--- config.mk ---
export PLATFORM = sky130hd
export DESIGN_NAME = mdio_slave_bridge
export DESIGN_NICKNAME = d
export VERILOG_FILES = /design/src/rtl/mdio_slave_bridge_pkg.sv /design/src/rtl/mdio_sync_edge.sv /design/src/rtl/mdio_slave_bridge.sv
export SDC_FILE = /design/constraint.sdc
export NUM_CORES = 1
export LEC_CHECK = 0
export ABC_AREA = 0
export CAP_MARGIN = 0
export CELL_PAD_IN_SITES_DETAIL_PLACEMENT = 1
export CELL_PAD_IN_SITES_GLOBAL_PLACEMENT = 1
export CORE_UTILIZATION = 47
export DETAILED_ROUTE_END_ITERATION = 6
export PLACE_DENSITY = 0.88
export SLEW_MARGIN = 10
export SYNTH_ARGS = -nofsm -noshare
export SYNTH_HDL_FRONTEND = slang
export SYNTH_SLANG_ARGS = --single-unit
export TNS_END_PERCENT = 30
--- constraint.sdc ---
create_clock -name i_Clk -period 6.93 [get_ports i_Clk]
set_input_delay 1.7325 -clock i_Clk [delete_from_list [all_inputs] [get_ports i_Clk]]
set_output_delay 1.7325 -clock i_Clk [all_outputs]
set_load 0.01 [all_outputs]
--- src/rtl/mdio_slave_bridge_pkg.sv ---
// Shared definitions for the MDIO management slave: frame states, opcodes,
// preamble length and the bus request record passed to the master side.
package mdio_slave_bridge_pkg;

   typedef enum logic [2:0] {
      S_PRE,
      S_ST2,
      S_OP,
      S_PHY,
      S_REG,
      S_TA,
      S_DATA,
      S_SKIP
   } mdioState_t;

   localparam logic [1:0]  cMdioOpRead    = 2'b10;
   localparam logic [1:0]  cMdioOpWrite   = 2'b01;
   localparam int          cPreambleLen   = 32;
   localparam logic [4:0]  cPreambleLast  = 5'(cPreambleLen - 1);
   localparam logic [15:0] cRdDataDefault = 16'hFFFF;

   // Skip loads hold (remaining bits - 1): PHY+REG+TA+DATA after OP, TA+DATA after REG.
   localparam logic [4:0]  cSkipAfterOp   = 5'd27;
   localparam logic [4:0]  cSkipAfterReg  = 5'd17;

   typedef struct packed {
      logic        wEn;
      logic [4:0]  regAd;
      logic [15:0] data;
   } busReq_t;

   function automatic logic [7:0] regByteAddr(input logic [4:0] regAd);
      return {1'b0, regAd, 2'b00};
   endfunction

endpackage

--- src/rtl/mdio_sync_edge.sv ---
// MDC/MDIO pad synchronizers of equal depth plus a registered MDC rising-edge
// strobe; the sampled MDIO bit is aligned to that strobe.
module mdio_sync_edge #(
   parameter int SYNC_STAGES = 2
) (
   input  logic i_Clk,
   input  logic w_ARstLogic_L,
   input  logic i_Mdc,
   input  logic i_MdioIn,
   output logic o_MdcRise,
   output logic o_MdioBit
);

   logic [SYNC_STAGES-1:0] mdcSync;
   logic [SYNC_STAGES-1:0] mdioSync;
   logic                   mdcPrev;

   // NOTE: sequential state uses non-blocking assignments so every flop samples pre-edge values.
   always_ff @(posedge i_Clk or negedge w_ARstLogic_L) begin
      if (!w_ARstLogic_L) begin
         mdcSync   <= '0;
         mdioSync  <= '1;
         mdcPrev   <= 1'b0;
         o_MdcRise <= 1'b0;
         o_MdioBit <= 1'b1;
      end else begin
         mdcSync   <= {mdcSync[SYNC_STAGES-2:0], i_Mdc};
         mdioSync  <= {mdioSync[SYNC_STAGES-2:0], i_MdioIn};
         mdcPrev   <= mdcSync[SYNC_STAGES-1];
         o_MdcRise <= mdcSync[SYNC_STAGES-1] & ~mdcPrev;
         o_MdioBit <= mdioSync[SYNC_STAGES-1];
      end
   end

endmodule

--- src/rtl/mdio_slave_bridge.sv ---
// Clause-22 MDIO slave bridging frames onto single local-bus accesses.
// Build option: MDIO_PREAMBLE_SUPPRESS_EN accepts a start after a single preamble 1.
module mdio_slave_bridge
   import mdio_slave_bridge_pkg::*;
#(
   parameter logic [4:0] PHY_ADDR    = 5'd0,
   parameter int         SYNC_STAGES = 2
) (
   input  logic        i_Clk,
   input  logic        w_ARstLogic_L,
   input  logic        i_Mdc,
   input  logic        i_MdioIn,
   output logic        o_MdioOut,
   output logic        o_MdioOe,
   output logic        o_Cyc,
   output logic        o_Stb,
   output logic        o_WEn,
   output logic [7:0]  o8_Addr,
   output logic [31:0] o32_WrData,
   input  logic [31:0] i32_RdData,
   input  logic        i_Ack,
   input  logic        i_Stall,
   output logic        o_FrameErr
);

   logic        mdcRise, mdioBit;
   mdioState_t  state, stateNext;
   logic [4:0]  bitCnt, cntNext;
   logic [15:0] shiftReg;
   logic        preOk, preOkNext;
   logic        isRead, isReadNext;
   logic        phyOk, phyOkNext;
   logic [4:0]  regAd, regAdNext;
   logic [15:0] outShift, outShiftNext;
   logic        oeNext, outNext, frameErrNext;
   logic        launchRd, launchWr, rdTimeout;
   logic [4:0]  fieldBits;
   logic [15:0] wordBits;
   logic [15:0] rdData;
   logic        rdValid, rdStale;
   logic        qValid;
   busReq_t     qReq, launchReq, issueReq;
   logic        unusedBits;

   mdio_sync_edge #(.SYNC_STAGES(SYNC_STAGES)) uSyncEdge (
      .i_Clk         (i_Clk),
      .w_ARstLogic_L (w_ARstLogic_L),
      .i_Mdc         (i_Mdc),
      .i_MdioIn      (i_MdioIn),
      .o_MdcRise     (mdcRise),
      .o_MdioBit     (mdioBit)
   );

   assign fieldBits  = {shiftReg[3:0], mdioBit};
   assign wordBits   = {shiftReg[14:0], mdioBit};
   assign o_Stb      = o_Cyc;
   assign unusedBits = &{1'b0, i_Stall, i32_RdData[31:16]};

   always_ff @(posedge i_Clk or negedge w_ARstLogic_L) begin
      if (!w_ARstLogic_L) begin
         state      <= S_PRE;
         bitCnt     <= '0;
         shiftReg   <= '0;
         preOk      <= 1'b0;
         isRead     <= 1'b0;
         phyOk      <= 1'b0;
         regAd      <= '0;
         outShift   <= cRdDataDefault;
         o_MdioOe   <= 1'b0;
         o_MdioOut  <= 1'b1;
         o_FrameErr <= 1'b0;
      end else begin
         state      <= stateNext;
         bitCnt     <= cntNext;
         preOk      <= preOkNext;
         isRead     <= isReadNext;
         phyOk      <= phyOkNext;
         regAd      <= regAdNext;
         outShift   <= outShiftNext;
         o_MdioOe   <= oeNext;
         o_MdioOut  <= outNext;
         o_FrameErr <= frameErrNext;
         if (mdcRise) shiftReg <= wordBits;
      end
   end

   // NOTE: every output of this block is given a default first, so no path can infer a latch.
   always_comb begin
      stateNext    = state;
      cntNext      = bitCnt;
      preOkNext    = preOk;
      isReadNext   = isRead;
      phyOkNext    = phyOk;
      regAdNext    = regAd;
      outShiftNext = outShift;
      oeNext       = o_MdioOe;
      outNext      = o_MdioOut;
      frameErrNext = 1'b0;
      launchRd     = 1'b0;
      launchWr     = 1'b0;
      rdTimeout    = 1'b0;
      if (mdcRise) begin
         case (state)
            S_PRE: begin
               if (mdioBit) begin
`ifdef MDIO_PREAMBLE_SUPPRESS_EN
                  preOkNext = 1'b1;
`else
                  if (bitCnt == cPreambleLast) preOkNext = 1'b1;
                  else                         cntNext   = bitCnt + 5'd1;
`endif
               end else begin
                  cntNext   = '0;
                  preOkNext = 1'b0;
                  if (preOk) stateNext = S_ST2;
               end
            end
            S_ST2: begin
               cntNext = '0;
               if (mdioBit) stateNext = S_OP;
               else begin
                  frameErrNext = 1'b1;
                  stateNext    = S_PRE;
               end
            end
            S_OP: begin
               if (bitCnt == 5'd0) cntNext = 5'd1;
               else if (fieldBits[1:0] == cMdioOpRead || fieldBits[1:0] == cMdioOpWrite) begin
                  cntNext    = '0;
                  isReadNext = (fieldBits[1:0] == cMdioOpRead);
                  stateNext  = S_PHY;
               end else begin
                  frameErrNext = 1'b1;
                  cntNext      = cSkipAfterOp;
                  stateNext    = S_SKIP;
               end
            end
            S_PHY: begin
               if (bitCnt == 5'd4) begin
                  phyOkNext = (fieldBits == PHY_ADDR);
                  cntNext   = '0;
                  stateNext = S_REG;
               end else cntNext = bitCnt + 5'd1;
            end
            S_REG: begin
               if (bitCnt == 5'd4) begin
                  regAdNext = fieldBits;
                  if (phyOk) begin
                     cntNext   = '0;
                     stateNext = S_TA;
                     launchRd  = isRead;
                  end else begin
                     cntNext   = cSkipAfterReg;
                     stateNext = S_SKIP;
                  end
               end else cntNext = bitCnt + 5'd1;
            end
            S_TA: begin
               if (bitCnt == 5'd0) begin
                  cntNext = 5'd1;
                  if (isRead) begin
                     // A read that has not completed by now is answered with all ones.
                     oeNext       = 1'b1;
                     outNext      = 1'b0;
                     outShiftNext = rdValid ? rdData : cRdDataDefault;
                     rdTimeout    = ~rdValid;
                  end
               end else begin
                  cntNext   = '0;
                  stateNext = S_DATA;
                  if (isRead) begin
                     outNext      = outShift[15];
                     outShiftNext = {outShift[14:0], 1'b1};
                  end
               end
            end
            S_DATA: begin
               if (bitCnt == 5'd15) begin
                  cntNext   = '0;
                  stateNext = S_PRE;
                  launchWr  = ~isRead;
                  if (isRead) begin
                     oeNext  = 1'b0;
                     outNext = 1'b1;
                  end
               end else begin
                  cntNext = bitCnt + 5'd1;
                  if (isRead) begin
                     outNext      = outShift[15];
                     outShiftNext = {outShift[14:0], 1'b1};
                  end
               end
            end
            S_SKIP: begin
               if (bitCnt == 5'd0) stateNext = S_PRE;
               else                cntNext   = bitCnt - 5'd1;
            end
            default: begin
               stateNext = S_PRE;
               cntNext   = '0;
            end
         endcase
      end
   end

   assign launchReq = '{wEn: launchWr, regAd: regAdNext, data: launchWr ? wordBits : 16'h0};
   assign issueReq  = qValid ? qReq : launchReq;

   // Bus master: one access in flight, one-deep queue, outputs dropped the cycle after ack.
   always_ff @(posedge i_Clk or negedge w_ARstLogic_L) begin
      if (!w_ARstLogic_L) begin
         o_Cyc      <= 1'b0;
         o_WEn      <= 1'b0;
         o8_Addr    <= '0;
         o32_WrData <= '0;
         rdData     <= cRdDataDefault;
         rdValid    <= 1'b0;
         rdStale    <= 1'b0;
         qValid     <= 1'b0;
         qReq       <= '0;
      end else begin
         if (rdTimeout) rdStale <= 1'b1;
         if (launchRd)  rdValid <= 1'b0;
         if (o_Cyc) begin
            if (i_Ack) begin
               o_Cyc      <= 1'b0;
               o_WEn      <= 1'b0;
               o8_Addr    <= '0;
               o32_WrData <= '0;
               if (!o_WEn) begin
                  rdStale <= 1'b0;
                  if (!rdStale && !rdTimeout) begin
                     rdData  <= i32_RdData[15:0];
                     rdValid <= 1'b1;
                  end
               end
            end
         end else if (qValid || launchRd || launchWr) begin
            o_Cyc      <= 1'b1;
            o_WEn      <= issueReq.wEn;
            o8_Addr    <= regByteAddr(issueReq.regAd);
            o32_WrData <= {16'h0, issueReq.data};
         end
         if ((launchRd || launchWr) && (o_Cyc || qValid)) begin
            qValid <= 1'b1;
            qReq   <= launchReq;
         end else if (!o_Cyc && qValid) begin
            qValid <= 1'b0;
         end
      end
   end

endmodule

==> results.toml <==
[run_status]
status = "completed"

[yosys]
synth_seq_cells = 121
syn_area_um2 = 5820
synth-simple-area-share_pct = 12.5
synth_compound_area_share_pct = 17.5
netlist_instances = 520
synth_top_family_by_area = "compound AO/OA/AOI/OAI gates"
synth_mux_area_share_pct = 7.25
synth-main-ff-cell = "dfrtp_1"
synth_xor_area_share_pct = 0
synth_edf_count = 0
ys_warn_count = 0
ys_async_sr_fraction_pct = 100
ys_seq_area_share_pct = 52.8
synth_cell_type_count = 64
synthAdderAreaFrac_pct = 1.72
avgSynthCellArea_um2 = 11.2

[finish]
syn_to_final_growth_pct = 20.2
utilization_pct = 58.0
layout-drive-gt1-share_pct = 21.1
antennaDiodeCount = 0
nets = 601
design_area_um2 = 6990

[timing]
fmax_mhz = 289
worst_slew_pin_slew_ps = 1130
fin_crit_sh_pct = 50.0
skew_ps = 8.59
rsz0062_at_grt = "no"
slew_viol_final = 0
setup_tns_ps = 0
hold_viol = 0
setup_slack_ps = 3460
relSlewSlack_pct = 24.5
setup_viol = 0
fin_crit_ps = 3470

[floorplan]
initial_core_util_pct = 48.2
dieHeight_um = 113
core_area_um2 = 12100
row_count = 40
pin_count = 84
dieArea_um2 = 12800
die_x_um = 113

[power_and_ir_drop]
power.leakage_nw = 3.14
p_clk_share_pct = 50.6
combPwrFrac_pct = 9.1
p_per_area_nw_per_um2 = 290
internal-power_w = 0.00152
swShare_pct = 25.2
pwr-share-seq_pct = 40.4
vdd_drop_max_v = 0.000184
power.net_switching_w = 0.000511

[hold_path]
hp-start = "uSyncEdge.mdcSync[0]"
min_path_type = "reg2reg"
hold_depth = 0
min_to = "uSyncEdge.mdcSync[1]"

[routing]
drcViolationCount = 0
ant_nets = 0
dr_total_vias = 4419
drtIter0Drc = 395
finalWirelength_mm = 15.8
dr.pass1.iters = 6
routedWlPerCell_um = 21.5
via_per_inst = 6.00

[setup_path]
worstSetupEndpointType = "register"
reg2reg_from = "bitCnt[0]"
reg2reg_depth = 7
critical_path_required_ps = 7270
critPathLaunchType = "input pin"
r2r_end = "qReq[18]"
cp.arrival_ps = 3810
rrSetupSlack_ps = 4040
worstSetupPathType = "in2reg"
critPathMaxFanout = 17

[place]
port_buffers = 47
post-place-ws_ps = 3050
routabilityCongestion = 0.811
hpwl_mm = 8.86
placed_area_um2 = 6300

[global_route]
overflow = 0
grt_start_max_net_pins = 67
grt_pass1_vias = 4788
gr-usage-all-layers_pct = 26.7
antenna_found_initial = 0
grt_pass1_wl_mm = 26.0

[clock_tree]
cts_sinks = 121
worstSkewPairLatency_ps = 430
cts_tree = "yes"
clk_pin_slew_ps = 60
cts_inserted_buffers = 17
h-tree-depth = 4
postCtsSetupBuffers = 0
clockBufferDepth = 2
cts_root_buf = "clkbuf_16"
cts_resized = 0
holdBufCountCts = 0

[run]
maxCapViolations = 0
kinds of logic after synthesis:
| group | Yosys count |
|---|---|
| compound gates | 133 |
| flops | 121 |
| simple gates | 118 |
| buf+inv | 101 |
| mux | 38 |
| fa+ha+maj | 8 |
| other cells | 1 |
registers in the layout, summed over array words and instances, names as in the netlist, 2 cells and up:
register / flops
outShift: 16
o32_WrData: 16
state: 3
o8_Addr: 5
regAd: 5
bitCnt: 5
rdData: 16
qReq: 22
uSyncEdge.mdioSync: 2
uSyncEdge.mdcSync: 2
shiftReg: 15
layer usage:
| layer | track usage (%) | share of wire, % |
|---|---|---|
| met4 | 13.6 | 3.3 |
| met1 | 32.2 | 40 |
| met5 | 0 | 0 |
| met2 | 45.0 | 52 |
| met3 | 6.32 | 5.0 |
cell type report:
type | instances | area [um^2]
Timing Repair Buffer | 52 | 505
Clock inverter | 13 | 239
Sequential cell | 121 | 3070
Tap cell | 168 | 210
Inverter | 47 | 176
Fill cell | 1240 | 5070
Multi-Input combinational cell | 316 | 2340
Clock buffer | 19 | 443
synth_stat cells (3+ instances only):
library cell  instances  share of area, %
o21ai_1               6              0.52
nor3b_1              16               2.1
mux2_2               33               6.4
nand3_1               8              0.69
nand2b_1              4              0.43
ha_1                  8               1.7
a222oi_1             16               2.8
dfstp_2              36                16
clkbuf_1             26               1.7
o21bai_1              3              0.39
mux2i_1               5              0.86
nor3_1                9              0.77
a22o_1               16               2.4
a21oi_1              10              0.86
dfrtp_1              85                37
buf_2                 5              0.43
and3_1                3              0.32
nor2_1               14              0.90
nor4_1                3              0.32
o22a_1               18               2.7
or3_1                 4              0.43
a31oi_1              22               2.4
nand2_1              29               1.9
buf_4                21               2.7
o21ai_0              15               1.3
inv_1                47               3.0
nor2b_1               4              0.43
a2bb2oi_1             5              0.75
worst max-delay path by stage:
stage / from / endpoint / slack (ps) / cells past startpoint
2_1_floorplan: i_Ack / rdData[10] / 3980 / 4
3_3_place_gp: i_Ack / rdData[11] / 3170 / 4
3_5_place_dp: i_Ack / rdData[0] / 3050 / 4
4_1_cts: i_Ack / rdData[0] / 3420 / 4
5_1_grt: i_Ack / rdData[0] / 3330 / 4
6_report: i_Ack / rdData[1] / 3460 / 4
cells in the final DEF (no fill, tap or decap), types with 4 or more instances in the layout:
cell type,Yosys,layout
nor2_1,14,14
or3_1,4,4
nand2b_1,4,4
dfrtp_1,85,85
mux2_2,33,33
a21oi_1,10,10
o22a_1,18,18
a2bb2oi_1,5,5
a22o_1,16,16
nor3_1,9,9
dfstp_2,36,36
o21ai_0,15,15
clkdlybuf4s50_1,0,46
nor3b_1,16,16
inv_1,47,47
bufinv_16,0,6
ha_1,8,8
clkbuf_16,0,17
buf_4,21,6
a222oi_1,16,16
nand3_1,8,8
o21ai_1,6,6
nand2_1,29,29
nor2b_1,4,4
conb_1,1,19
mux2i_1,5,5
a31oi_1,22,22
worst max-delay path, stage by stage:
cell and delay [ps]:
clkdlybuf4s50_1 550, nand2_1 170, nor4_4 910, mux2_2 430
stage by stage:
stage	instances	power, W	hold WS (ps)
finish	736	0.00203	356
detailed placement	704	0.00100	337
global route	736	0.00209	365
CTS	736	0.00204	361
global placement	704	0.000981	336
floorplan	538	0.000940	331
power by group through the flow:
stage | clock network, W | logic (W) | registers, W
final | 0.00103 | 0.000184 | 0.000819
after CTS | 0.00104 | 0.000184 | 0.000817
after global placement | 0 | 0.000164 | 0.000817
after global routing | 0.00106 | 0.000202 | 0.000825
after detailed placement | 0 | 0.000176 | 0.000825
after floorplan | 0 | 0.000145 | 0.000795
No activity file was read; power rests on OpenSTA's default activity.
